`src/rtl/spi_regmap_pkg.sv`:
```
// Shared constants and types for the 16-bit SPI register-map host.
// Imported by the frame engine and the command sequencer.
package spi_regmap_pkg;

    localparam int SPI_WORD_W = 16;
    localparam int ADDR_W = 10;
    localparam int CNT_W = 6;

    localparam logic [1:0] OP_READ = 2'b10;
    localparam logic [1:0] OP_WRITE = 2'b01;
    localparam logic [1:0] OP_NOP = 2'b00;

    localparam int REG_ID = 0;
    localparam logic [15:0] ID_VALUE = 16'h4A53;
    localparam int REG_SERVO0 = 25;
    localparam int REG_PID_AT_GOAL = 45;
    localparam int NUM_REGS = 46;

    localparam logic [15:0] RD_WORD_CMD = {OP_READ, 14'b0};
    localparam logic [15:0] NOP_WORD = {OP_NOP, 14'b0};

    typedef enum logic [2:0] {
        IDLE,
        WR_CMD,
        WR_DATA,
        RD_CMD,
        RD_WORD
    } host_state_t;

    typedef enum logic [2:0] {
        F_IDLE,
        F_LEAD,
        F_SHIFT,
        F_TRAIL,
        F_GAP
    } frame_state_t;

    function automatic logic [15:0] wr_cmd_word(input logic [ADDR_W-1:0] addr);
        return {OP_WRITE, 4'b0, addr};
    endfunction

endpackage

```
`src/rtl/spi_host_master_frame_engine.sv`:
```
// One 16-bit SPI frame per start pulse: LEAD, 16 bit cells, TRAIL, GAP.
// SPI_CLK idles high; MISO is captured on the cycle SPI_CLK is driven low.
module spi_frame_engine
    import spi_regmap_pkg::*;
#(
    parameter int HALF_PERIOD = 4,
    parameter int GAP = 8
) (
    input  logic        clk,
    input  logic        rst_n,
    input  logic        start,
    input  logic [15:0] tx_word,
    input  logic        miso,
    output logic        spi_clk,
    output logic        ssel,
    output logic        mosi,
    output logic        frame_done,
    output logic        rx_last,
    output logic [15:0] rx_word
);

    localparam logic [15:0] HP_LOAD = 16'(HALF_PERIOD - 1);
    localparam logic [15:0] GAP_LOAD = 16'(GAP - 1);

    frame_state_t state, state_n;
    logic [15:0] timer, timer_n;
    logic [3:0] bitcnt, bitcnt_n;
    logic [15:0] tx, tx_n;
    logic [14:0] rx, rx_n;
    logic sclk_n, ssel_n;
    logic tick, fall, go;

    assign tick = (timer == 16'd0);
    assign fall = tick && ((state == F_LEAD) ||
                  (state == F_SHIFT && spi_clk && bitcnt != 4'd15));
    assign go = start && (state == F_IDLE || frame_done);

    // The shift register MSB is the live MOSI bit.
    assign mosi = tx[15];
    assign rx_word = {rx, miso};
    assign rx_last = fall && (state == F_SHIFT) && (bitcnt == 4'd14);
    assign frame_done = (state == F_GAP) && tick;

    always_ff @(posedge clk or negedge rst_n) begin
        if (!rst_n) begin
            state <= F_IDLE;
            timer <= 16'd0;
            bitcnt <= 4'd0;
            tx <= 16'd0;
            rx <= 15'd0;
            spi_clk <= 1'b1;
            ssel <= 1'b1;
        end else begin
            state <= state_n;
            timer <= timer_n;
            bitcnt <= bitcnt_n;
            tx <= tx_n;
            rx <= rx_n;
            spi_clk <= sclk_n;
            ssel <= ssel_n;
        end
    end

    always_comb begin
        state_n = state;
        timer_n = tick ? timer : timer - 16'd1;
        bitcnt_n = bitcnt;
        tx_n = tx;
        rx_n = rx;
        sclk_n = spi_clk;
        ssel_n = ssel;
        if (fall) begin
            rx_n = rx_word[14:0];
            sclk_n = 1'b0;
            timer_n = HP_LOAD;
            state_n = F_SHIFT;
            bitcnt_n = (state == F_LEAD) ? 4'd0 : bitcnt + 4'd1;
        end
        unique case (state)
            F_SHIFT: begin
                if (tick && !spi_clk) begin
                    sclk_n = 1'b1;
                    tx_n = {tx[14:0], 1'b0};
                    timer_n = HP_LOAD;
                end else if (tick && bitcnt == 4'd15) begin
                    state_n = F_TRAIL;
                    timer_n = HP_LOAD;
                end
            end
            F_TRAIL: begin
                if (tick) begin
                    ssel_n = 1'b1;
                    state_n = F_GAP;
                    timer_n = GAP_LOAD;
                end
            end
            F_GAP: begin
                if (tick) state_n = F_IDLE;
            end
            default: ;
        endcase
        if (go) begin
            state_n = F_LEAD;
            ssel_n = 1'b0;
            sclk_n = 1'b1;
            tx_n = tx_word;
            timer_n = HP_LOAD;
        end
    end

endmodule

```
`src/rtl/spi_host_master.sv`:
```
// Command sequencer: single writes become two frames, read bursts become
// N read frames plus a closing NOP, with returned words strobed out.
module spi_host_master
    import spi_regmap_pkg::*;
#(
    parameter int HALF_PERIOD = 4,
    parameter int GAP = 8
) (
    input  logic        SYS_CLK,
    input  logic        SYS_RST_N,
    input  logic        cmd_valid,
    output logic        cmd_ready,
    input  logic        cmd_write,
    input  logic [9:0]  cmd_addr,
    input  logic [15:0] cmd_wdata,
    input  logic [5:0]  cmd_rd_count,
    output logic        rd_valid,
    output logic [5:0]  rd_index,
    output logic [15:0] rd_data,
    output logic        done,
    output logic        busy,
    output logic        SPI_CLK,
    output logic        SSEL,
    output logic        MOSI,
    input  logic        MISO
);

    host_state_t state, state_n;
    logic [5:0] fcnt, fcnt_n, fnext;
    logic [5:0] n_q;
    logic [15:0] wdata_q;
    logic start, frame_done, rx_last;
    logic [15:0] tx_word, rx_word;
    logic accept;

    assign cmd_ready = (state == IDLE);
    assign busy = (state != IDLE);
    assign accept = cmd_valid && cmd_ready;
    assign fnext = fcnt + 6'd1;

    spi_frame_engine #(
        .HALF_PERIOD(HALF_PERIOD),
        .GAP(GAP)
    ) u_engine (
        .clk(SYS_CLK),
        .rst_n(SYS_RST_N),
        .start(start),
        .tx_word(tx_word),
        .miso(MISO),
        .spi_clk(SPI_CLK),
        .ssel(SSEL),
        .mosi(MOSI),
        .frame_done(frame_done),
        .rx_last(rx_last),
        .rx_word(rx_word)
    );

    always_ff @(posedge SYS_CLK or negedge SYS_RST_N) begin
        if (!SYS_RST_N) begin
            state <= IDLE;
            fcnt <= 6'd0;
            n_q <= 6'd1;
            wdata_q <= 16'd0;
            rd_valid <= 1'b0;
            rd_index <= 6'd0;
            rd_data <= 16'd0;
        end else begin
            state <= state_n;
            fcnt <= fcnt_n;
            if (accept) begin
                wdata_q <= cmd_wdata;
                n_q <= (cmd_rd_count == 6'd0) ? 6'd1 : cmd_rd_count;
            end
            // Frame k carries register k-1; frame 0 MISO is junk.
            rd_valid <= rx_last && (state == RD_WORD);
            if (rx_last && state == RD_WORD) begin
                rd_index <= fcnt - 6'd1;
                rd_data <= rx_word;
            end
        end
    end

    always_comb begin
        state_n = state;
        fcnt_n = fcnt;
        start = 1'b0;
        tx_word = NOP_WORD;
        done = 1'b0;
        unique case (state)
            IDLE: begin
                if (cmd_valid) begin
                    start = 1'b1;
                    fcnt_n = 6'd0;
                    if (cmd_write) begin
                        state_n = WR_CMD;
                        tx_word = wr_cmd_word(cmd_addr);
                    end else begin
                        state_n = RD_CMD;
                        tx_word = RD_WORD_CMD;
                    end
                end
            end
            WR_CMD: begin
                if (frame_done) begin
                    start = 1'b1;
                    tx_word = wdata_q;
                    state_n = WR_DATA;
                end
            end
            WR_DATA: begin
                if (frame_done) begin
                    done = 1'b1;
                    state_n = IDLE;
                end
            end
            RD_CMD: begin
                if (frame_done) begin
                    start = 1'b1;
                    fcnt_n = 6'd1;
                    tx_word = (n_q > 6'd1) ? RD_WORD_CMD : NOP_WORD;
                    state_n = RD_WORD;
                end
            end
            RD_WORD: begin
                if (frame_done) begin
                    if (fcnt == n_q) begin
                        done = 1'b1;
                        state_n = IDLE;
                    end else begin
                        start = 1'b1;
                        fcnt_n = fnext;
                        tx_word = (fnext < n_q) ? RD_WORD_CMD : NOP_WORD;
                    end
                end
            end
            default: state_n = IDLE;
        endcase
    end

endmodule

```
`config.mk`:
```
export PLATFORM = sky130hd
export DESIGN_NAME = spi_host_master
export DESIGN_NICKNAME = d
export VERILOG_FILES = /design/src/rtl/spi_regmap_pkg.sv /design/src/rtl/spi_host_master_frame_engine.sv /design/src/rtl/spi_host_master.sv
export SDC_FILE = /design/constraint.sdc
export NUM_CORES = 1
export LEC_CHECK = 0
export ABC_AREA = 1
export BUFFER_PORTS_ARGS = -buffer_cell sky130_fd_sc_hd__buf_2
export CELL_PAD_IN_SITES_DETAIL_PLACEMENT = 1
export CELL_PAD_IN_SITES_GLOBAL_PLACEMENT = 1
export CORE_MARGIN = 3
export CORE_UTILIZATION = 44
export CTS_CLUSTER_SIZE = 8
export DETAILED_ROUTE_END_ITERATION = 7
export PLACE_DENSITY = 0.81
export REMOVE_ABC_BUFFERS = 1
export SYNTH_ARGS = -nofsm -noshare
export SYNTH_HDL_FRONTEND = slang
export SYNTH_HIERARCHICAL = 1
export SYNTH_SLANG_ARGS = --single-unit
```
`constraint.sdc`:
```
create_clock -name SYS_CLK -period 3.21 [get_ports SYS_CLK]
set_input_delay 0.4815 -clock SYS_CLK [delete_from_list [all_inputs] [get_ports SYS_CLK]]
set_output_delay 0.4815 -clock SYS_CLK [all_outputs]
set_load 0.005 [all_outputs]
```
==> results of run 1 <==
[logic make-up (layout without fill, tap and decap cells)]
| family | count (synthesis) | after routing | synth area share [%] |
|---|---|---|---|
| fa+ha+maj | 13 | 13 | 2.75 |
| compound gates | 44 | 44 | 4.75 |
| buf+inv | 98 | 155 | 7.50 |
| xor+xnor | 20 | 20 | 2.97 |
| flops | 110 | 110 | 46.7 |
| simple gates | 470 | 470 | 35.3 |
[registers in the layout, indices dropped and copies added, names as in the netlist, 3 cells and up]
register and count:
fcnt 6, n_q 6, rd_data 16, rd_index 6
state 3, u_engine/bitcnt 4, u_engine/rx 15, u_engine/state 3
u_engine/timer 16, u_engine/tx 16, wdata_q 16
[power by group through the flow]
stage          clock network [W]  registers (W)  logic [W]
2_1_floorplan                  0        0.00165   0.000584
3_3_place_gp                   0        0.00167   0.000792
3_5_place_dp                   0        0.00168   0.000830
4_1_cts                  0.00106        0.00166   0.000833
5_1_grt                  0.00111        0.00168   0.000954
6_report                 0.00102        0.00166   0.000823
[cell type report]
type / instances / area [um2]
Fill cell: 1663 / 6300
Sequential cell: 110 / 2760
Multi-Input combinational cell: 547 / 2710
Timing Repair Buffer: 70 / 365
Inverter: 71 / 270
Clock buffer: 10 / 239
Tap cell: 172 / 215
Clock inverter: 4 / 23.8
[synthesized netlist by cell type, types with 2 or more instances]
cell type and count:
nand2_1 258, nand3_1 110, dfrtp_1 107, nor2_1 66, inv_1 58, o21ai_0 22, xor2_1 17, buf_2 15
ha_1 13, inv_2 11, nand4_1 8, o21ai_2 8, nand2_2 7, a21oi_1 6, buf_6 6, nand2_4 4
nor2_2 4, nor2_4 4, clkbuf_1 3, dfstp_2 3, nor2_8 3, xnor2_1 3, buf_4 2, or2_2 2
[through the flow]
| stage | setup slack, ps | hold slack [ps] | utilization [%] | total power, W |
|---|---|---|---|---|
| global route | 43.3 | 324 | 51.1 | 0.00374 |
| global placement | 770 | 456 | 49.0 | 0.00247 |
| floorplan | 235 | 186 | - | 0.00224 |
| detailed placement | 622 | 461 | 49.0 | 0.00251 |
| finish | 262 | 298 | 51.1 | 0.00350 |
| CTS | 228 | 312 | 51.1 | 0.00355 |
[metal layers]
metal	track usage (%)	routed length, um	vias to the layer above
met5	0	0	-
met4	7.49	264	0
met3	3.48	404	17
met2	35.3	7070	67
met1	27.4	6740	2374
li1	-	-	2487
[path summary, 6_finish.rpt]
check                             startpoint               to  slack, ps
max reg2reg                u_engine/timer[0]   u_engine/tx[0]        580
max                        u_engine/timer[0]             done        260
min reg2reg                      rd_data[14]      rd_data[14]        470
min in group SYS_CLK            cmd_wdata[4]       wdata_q[4]        330
min                                SYS_RST_N       rd_data[2]        300
max in group asynchronous          SYS_RST_N  u_engine/tx[15]       2070
==> reports/qor.yml, run 1 <==
num_antenna_cells: 0
max_freq_mhz: 339
synth_cells: 755
cts.clk_slew.worst_paths_ps: 70
path_depth: 10
rsz0062_at_grt: "no"
path_buf_inv: 4
synth_cell_types: 39
leakage_nw: 3.54
vias: 4945
grt_pass1_vias: 5311
cp-end-kind: "output port"
cts-root-buf: "clkbuf_16"
p_int_w: 0.00234
hp-class: "in2async"
synth_top_area_share_pct: 45.3
grt_max_degree: 83
postCtsSetupBuffers: 0
layout_commonest_cell: "nand2_1"
hold_violations: 0
place_congestion: 0.890
clockPowerShare_pct: 29.2
synth.avg_cell_area_um2: 7.82
path_common_cell: "inv_1"
final_nets: 859
swShare_pct: 33.1
ctsResizeCount: 0
vias_per_cell: 5.03
netlist_area_um2: 5900
die_area_um2: 14800
layout_common_cells: "nand2_1 (258), nand3_1 (110), dfrtp_1 (107)"
gr-total-overflow: 0
final_cells: 984
dp_cells: 970
cpMaxStageDelayCell: "dfrtp_1"
status: "complete, no violations"
final-setup-viol-count: 0
drt_iter0_markers: 231
drive_gt1_share_pct: 16.6
wirelength_mm: 14.5
power.density_nw_per_um2: 533
cts_buffers: 9
first_pass_iters: 4
clockBufferDepth: 2
postCtsHoldBufs: 0
synth_seq_cells: 110
core_um2: 12900
drc_errors: 0
yosys.area.top_type: "dfrtp_1"
max-cap-violations: 0
cts_tree: "yes"
ys_warn_count: 6
path_cells: "inv_1 -> ha_1 -> nand2_1 -> nor2_2 -> nand2_2 -> nor2_1 -> buf_4 -> inv_1 -> a21oi_1 -> buf_2"
reg2reg_depth: 14
wire_per_inst_um: 14.7
finClkSkew_ps: 8.35
initial_core_util_pct: 45.9
tightest_slew_ps: 1030
start_kind: "register"
dpl_cell_area_um2: 6310
die_w_um: 122
combPwrFrac_pct: 23.5
clk_latency_ps: 350
cp_data_arrival_time_ps: 2470
synth_edf_count: 0
syn2layout_area_growth_pct: 11.4
chipHeight_um: 122
grt_pass1_wl_mm: 25.3
synth_area_leaders: "dfrtp_1 (45%), nand2_1 (16%), nand3_1 (9.3%)"
critPathKind: "reg2out"
io_buffers: 65
cp_slowest_stage_delay_ps: 410
required_ps: 2730
cts_sinks: 110
ys_seq_area_share_pct: 46.7
period_share_pct: 91.8
row_count: 41
relSlewSlack_pct: 31.1
setup_tns_ps: 0
seq_power_share_pct: 47.3
power.net_switching_w: 0.00116
final_area_um2: 6580
ys_async_sr_fraction_pct: 100
ir_worst_vdd_v: 0.000648
grt_use_total_pct: 21.0
drv_slew: 0
grt_antenna_before_repair: 0
htreeDepth: 3
period_needed_ps: 2950
crit_family: "simple AND/OR/NAND/NOR gates"
ant_nets: 0
synthFlopType: "dfrtp_1"
pin_count: 66
hpwlAfterDp_mm: 10.7
cp_max_fo: 19
(Power assumes the default switching activity.)
==> run 2: changes to the inputs <==
Settings changed: ABC_AREA 1 to default, CORE_UTILIZATION 44 to 46, PLACE_DENSITY 0.81 to 0.8.
==> run 2 against run 1 <==
Against the previous run:
- wire length is 15% lower
- design area is 5.2% lower
- sequential power is 14% lower
- first-iteration DRC count is 33% lower
- clock skew is 3.2 ps higher
- hold slack worse by 100 ps
- critical path depth is 1 lower
- sequential cell count stayed put
- global-route usage is 1.2 points lower
==> reports/qor.yml, run 2 <==
critPathLaunch: "u_engine/timer[1]"
rr_startpoint: "u_engine/timer[1]"
period_needed_ps: 2950  # -1.56 ps
cp-end-kind: "output port"
postLayoutCoreUtil_pct: 54.1  # +3.1 points
cts_sinks: 110  # unchanged
vias_per_cell: 5.53  # +10%
path_buf_inv: 4  # unchanged
rsz0062_at_grt: "no"
final-setup-viol-count: 0  # unchanged
nFillCells: 1306  # -21%
period_share_pct: 91.8  # about the same
htreeDepth: 3  # unchanged
ys_warn_count: 6  # unchanged
hold_violations: 0  # unchanged
max-cap-violations: 0  # unchanged
relSlewSlack_pct: 44.6  # +14 points
grt_pass1_wl_mm: 20.8  # -18%
path_cells: "inv_1 -> ha_1 -> nor3b_1 -> and4_1 -> and3_1 -> buf_4 -> inv_1 -> nor3_1 -> buf_2"
io_buffers: 65  # unchanged
place_congestion: 0.819  # -7.9%
num_antenna_cells: 0  # unchanged
synth_cell_types: 67  # +72%
start_kind: "register"
yosysMostFrequentCell: "dfrtp_1"
status: "complete, no violations"
drive_gt1_share_pct: 24.2  # +7.6 points
cp_slowest_stage_delay_ps: 400  # about the same
final_nets: 635  # -26%
row_count: 39  # -4.9%
synthFlopType: "dfrtp_1"
core_um2: 11500  # -11%
grt_max_degree: 64  # -23%
drv_slew: 0  # unchanged
postCtsHoldBufs: 0  # unchanged
synth_top_area_share_pct: 48.8  # +3.5 points
path_common_cell: "inv_1"
leakage_nw: 2.96  # -17%
die_area_um2: 13300  # -11%
clk_latency_ps: 360  # about the same
cts_tree: "yes"
initial_core_util_pct: 47.6  # +1.8 points
gr-total-overflow: 0  # unchanged
cp_data_arrival_time_ps: 2460  # about the same
tightest_slew_ps: 823  # -211 ps
ctsResizeCount: 0  # unchanged
grt_use_total_pct: 19.8  # -1.2 points
chipHeight_um: 115  # -5.5%
netlist_area_um2: 5480  # -7.1%
ir_worst_vdd_v: 0.000254  # -61%
synth_edf_count: 0  # unchanged
max_freq_mhz: 339  # about the same
cpMaxStageDelayCell: "dfrtp_1"
cts-root-buf: "clkbuf_16"
critPathKind: "reg2out"
vias: 4053  # -18%
wirelength_mm: 12.3  # -15%
yosys.area.top_type: "dfrtp_1"
cp_max_fo: 8  # -11
layout_common_cells: "dfrtp_1 (107), nand2_1 (85), buf_2 (64)"
layout_commonest_cell: "dfrtp_1"
synth_cells: 524  # -31%
cts.clk_slew.worst_paths_ps: 80  # about the same
syn2layout_area_growth_pct: 13.7
grt_antenna_before_repair: 0  # unchanged
fin_hold_ws_ps: 197  # -100 ps
crit_family: "simple AND/OR/NAND/NOR gates"
ys_seq_area_share_pct: 50.3  # +3.6 points
drt_iter0_markers: 155  # -33%
required_ps: 2730  # about the same
grt_pass1_vias: 4258  # -20%
drc_errors: 0  # unchanged
ant_nets: 0  # unchanged
finClkSkew_ps: 11.5  # +3.16 ps
wire_per_inst_um: 16.8  # +14%
hp-class: "in2async"
synth_area_leaders: "dfrtp_1 (49%), nand2_1 (5.8%), mux2_2 (4.7%)"
first_pass_iters: 4  # unchanged
pin_count: 66  # unchanged
cts_buffers: 9  # unchanged
hpwlAfterDp_mm: 8.79  # -18%
synth_common_cells: "dfrtp_1 (107), nand2_1 (85), o21ai_0 (31)"
synth_seq_cells: 110  # unchanged
clockBufferDepth: 2  # unchanged
synth.avg_cell_area_um2: 10.5  # +34%
dp_cells: 717  # -26%
postCtsSetupBuffers: 0  # unchanged
die_w_um: 115  # -5.5%
power.density_nw_per_um2: 417  # -22%
final_cells: 733  # -26%
ys_async_sr_fraction_pct: 100  # unchanged
-- run 2: cell count changes after synthesis, sizes merged, moves of 8 or more --
| cell | delta |
|---|---|
| nor2 | -46 |
| nand2 | -184 |
| inv | -49 |
| a22o | +15 |
| nand3 | -96 |
| mux2i | +15 |
| clkbuf | +8 |
| nor3 | +13 |
| nor4 | +8 |
| mux2 | +31 |
-- run 2: per-stage QoR --
step	setup TNS [ps]	instance area, um2	setup WS (ps)	power [W]
2_1_floorplan	-1350	5310	-186	0.00147
3_3_place_gp	0	5950	484	0.00153
3_5_place_dp	0	5950	312	0.00154
4_1_cts	0	6230	236	0.00263
5_1_grt	0	6230	1.96	0.00272
6_report	0	6230	264	0.00260
-- run 2: cells by family after synthesis --
logic type | count (synthesis) | share of synthesized area (%)
and+or+nand+nor | 188 | 16.8
DFF | 110 | 50.3
xor gates and xnor gates | 28 | 4.61
AOI/OAI and AO/OA | 88 | 11.0
muxes | 46 | 9.65
adders and majority gates | 13 | 2.97
buffers and inverters | 51 | 4.70
-- run 2: area by class of cell --
type | instances | area (um2) | share of cell area (%)
flip-flops and latches | 110 | 2760 | 44.2
multi-input cells | 363 | 2470 | 39.6
repair buffers | 79 | 458 | 7.35
clock buffers | 11 | 243 | 3.89
well taps | 143 | 179 | 2.87
inverters | 22 | 87.6 | 1.41
clock inverters | 5 | 41.3 | 0.662
-- run 2: layer usage --
layer / vias to the layer above / wire length, um / track usage (%)
met3: 20 / 475 / 4.00
met1: 2014 / 5540 / 25.7
met2: 75 / 6050 / 32.4
met4: 0 / 266 / 8.37
li1: 1944 / - / -
met5: - / 0 / 0
-- run 2: worst register-to-register path, delay by kind of cell, from the launching register on --
kind                     cells  cell delay [ps]
adder cells (fa/ha/maj)      1              160
AO/OA/AOI/OAI                5              860
flip-flops                   1              400
buffers and inverters        2              320
AND/OR/NAND/NOR              5             1140
-- run 2: worst paths after layout --
check / depth (start not counted) / end / slack [ps]
max in group asynchronous: 2 / n_q[0] / 2240
hold reg to reg: 2 / rd_data[14] / 480
hold / removal: 1 / u_engine/timer[8] / 200
min in group SYS_CLK: 3 / n_q[1] / 340
setup reg to reg: 13 / u_engine/tx[14] / 270
setup / recovery: 9 / done / 260
-- run 2: power by group --
part | switching (W) | total, W | internal (W) | leakage (nW)
Sequential | 0.0000145 | 0.00142 | 0.00140 | 1.38
Combinational | 0.0000508 | 0.0000899 | 0.0000391 | 1.43
Clock | 0.000533 | 0.00109 | 0.000560 | 0.144
==> run 3: changes to the inputs <==
Settings changed: CORE_MARGIN 3 to default, CORE_UTILIZATION 46 to 44, PLACE_DENSITY 0.8 to 0.79, SYNTH_HIERARCHICAL 1 to default.
==> run 3 against run 2 <==
Against the previous run:
- fmax fell by 3.9%
- global-route usage is 2.6 points higher
- combinational power increased by 75%
- synthesized cell count grew 18%
- first-iteration DRC count increased by 16%
- sequential cell count is the same
- clock power increased by 13%
- setup slack lost 120 ps
- wire length grew 8.5%
- sequential share of layout area shrank 0.71 points
- die area shrank 1.9%
- largest power group unchanged
==> reports/qor.yml, run 3 <==
finClkSkew_ps: 6.65  # -4.87 ps
first_pass_iters: 4  # unchanged
vias_per_cell: 5.27  # -4.7%
drt_iter0_markers: 180  # +16%
grt_max_degree: 84  # +31%
cts_sinks: 110  # unchanged
relSlewSlack_pct: 29.5  # -15 points
ys_warn_count: 0  # -6
crit_family: "simple AND/OR/NAND/NOR gates"
leakage_nw: 3.13  # +5.9%
netlist_area_um2: 5530  # +0.80%
synth_common_cells: "nand2_1 (186), dfrtp_1 (107), nor2_1 (46)"
ys_async_sr_fraction_pct: 100  # unchanged
io_buffers: 65  # unchanged
hold_depth: 3
drive_gt1_share_pct: 18.1  # -6.1 points
gr-total-overflow: 0  # unchanged
postCtsHoldBufs: 0  # unchanged
cp-end-kind: "output port"
required_ps: 2730  # about the same
max-cap-violations: 0  # unchanged
cp_max_fo: 9  # +1
pin_count: 66  # unchanged
grt_pass1_wl_mm: 22.8  # +9.7%
period_share_pct: 95.5  # +3.8 points
multiInputGateArea_um2: 2550  # +3.3%
start_kind: "register"
num_antenna_cells: 0  # unchanged
ir_worst_vdd_v: 0.000311  # +22%
cts-root-buf: "clkbuf_16"
synth_top_area_share_pct: 48.4  # -0.39 points
max_freq_mhz: 326  # -3.9%
synth_cell_types: 51  # -24%
synth.avg_cell_area_um2: 8.91  # -15%
period_needed_ps: 3070  # +121 ps
vias: 4469  # +10%
hp-class: "in2reg"
htreeDepth: 3  # unchanged
wirelength_mm: 13.4  # +8.5%
synth_cells: 620  # +18%
regArea_um2: 2760  # about the same
syn2layout_area_growth_pct: 14.7
status: "complete, no violations"
drv_slew: 0  # unchanged
yosys.area.top_type: "dfrtp_1"
synthFlopType: "dfrtp_1"
chipHeight_um: 114  # -0.96%
wire_per_inst_um: 15.8  # -6.2%
final-setup-viol-count: 0  # unchanged
reg2reg_depth: 5  # -8
path_buf_inv: 1  # -3
cpMaxStageDelayCell: "or4_1"
path_cells: "ha_1 -> or4_1 -> nand3b_1 -> o21ai_0 -> nand3_1 -> nor2_1 -> buf_2"
hpwlAfterDp_mm: 9.43  # +7.3%
rsz0062_at_grt: "no"
initial_core_util_pct: 45.6  # -2.0 points
grt_use_total_pct: 22.4  # +2.6 points
synth_seq_cells: 110  # unchanged
final_nets: 726  # +14%
synth_edf_count: 0  # unchanged
core_um2: 12100  # +5.2%
clockBufferDepth: 2  # unchanged
drc_errors: 0  # unchanged
layout_commonest_cell: "nand2_1"
nFillCells: 1462  # +12%
cts_tree: "yes"
layout_common_cells: "nand2_1 (186), dfrtp_1 (106), buf_2 (64)"
die_w_um: 114  # -0.96%
synth_area_leaders: "dfrtp_1 (48%), nand2_1 (13%), o21ai_0 (3.3%)"
hold_violations: 0  # unchanged
cts_buffers: 9  # unchanged
fin_hold_ws_ps: 314  # +116 ps
row_count: 40  # +2.6%
cp_data_arrival_time_ps: 2590  # +130 ps
power.density_nw_per_um2: 458  # +9.6%
place_congestion: 0.800  # -2.3%
die_area_um2: 13000  # -1.9%
setup_tns_ps: 0  # unchanged
regToRegSetupSlack_ps: 260  # about the same
grt_pass1_vias: 4712  # +11%
cp_slowest_stage_delay_ps: 600  # +200 ps
ant_nets: 0  # unchanged
critPathKind: "reg2out"
cts.clk_slew.worst_paths_ps: 70  # about the same
ys_seq_area_share_pct: 49.9  # -0.40 points
yosysMostFrequentCell: "nand2_1"
grt_antenna_before_repair: 0  # unchanged
path_depth: 7  # -2
tightest_slew_ps: 1060  # +235 ps
clk_latency_ps: 360  # about the same
-- run 3: changes by cell type after synthesis, moves of 8 or more --
cell,previous run,this run
mux2_4,8,0
mux2_2,23,11
a22o_1,13,0
a22oi_1,2,12
mux2i_1,15,6
nor2_1,30,46
clkbuf_1,11,26
a21oi_1,7,26
nand2_1,85,186
-- run 3: through the flow --
step / power [W] / cell area (um2) / std cells / util [%] / worst slack [ps]
after global placement: 0.00168 / 6020 / 833 / 49.7 / 470
after floorplan: 0.00161 / 5370 / 585 / - / 97.5
final: 0.00290 / 6340 / 848 / 52.3 / 143
after CTS: 0.00293 / 6340 / 848 / 52.3 / 86.5
after global routing: 0.00302 / 6340 / 848 / 52.3 / 49.9
after detailed placement: 0.00170 / 6020 / 833 / 49.7 / 282
-- run 3: cell families after synthesis --
group | synth area share [%]
flip-flops | 49.9
adder cells (fa/ha/maj) | 2.94
XOR/XNOR | 4.28
multiplexers | 3.33
AND/OR/NAND/NOR | 25.2
AO/OA/AOI/OAI | 10.4
buffers and inverters | 3.98
-- run 3: cell type report --
type                       count  area share (%)
clock buffer                  11            3.83
clock inverter                 4            1.22
inverter                      16           0.947
multi-input combinational    459            40.2
sequential                   110            43.5
tap                          168            3.32
timing repair buffer          80            6.95
-- run 3: worst paths after layout --
path                                   start                 end
setup / recovery                     fcnt[0]                done
hold reg to reg                   rd_data[8]          rd_data[8]
setup reg to reg           u_engine.timer[3]  u_engine.bitcnt[0]
max in group asynchronous          SYS_RST_N          wdata_q[5]
hold / removal                  cmd_wdata[0]          wdata_q[0]
min in group asynchronous          SYS_RST_N          rd_data[7]
-- run 3: report_power, final --
group	switching, W	internal [W]
Sequential	0.0000752	0.00144
Clock	0.000522	0.000708
Combinational	0.0000877	0.0000698
Total	0.000685	0.00222
-- run 3: metal layers --
metal / part of all wire (%) / track usage, %
met5: 0 / 0
met4: 1.3 / 8.14
met3: 2.4 / 3.49
met2: 51 / 38.5
met1: 45 / 28.6
-- run 3: repair_timing --
action / 4_1_cts / 5_1_grt
setup buffers: 0 / 0
gates resized for setup: 0 / 1
setup endpoints to repair: 0 / 1
-- run 3: worst reg2reg max path: stages, from the launching register on --
cell and delay, ps:
dfrtp_1 430, or4_4 610, or4_4 530, nor3_1 520, and2_1 590, mux2i_1 140
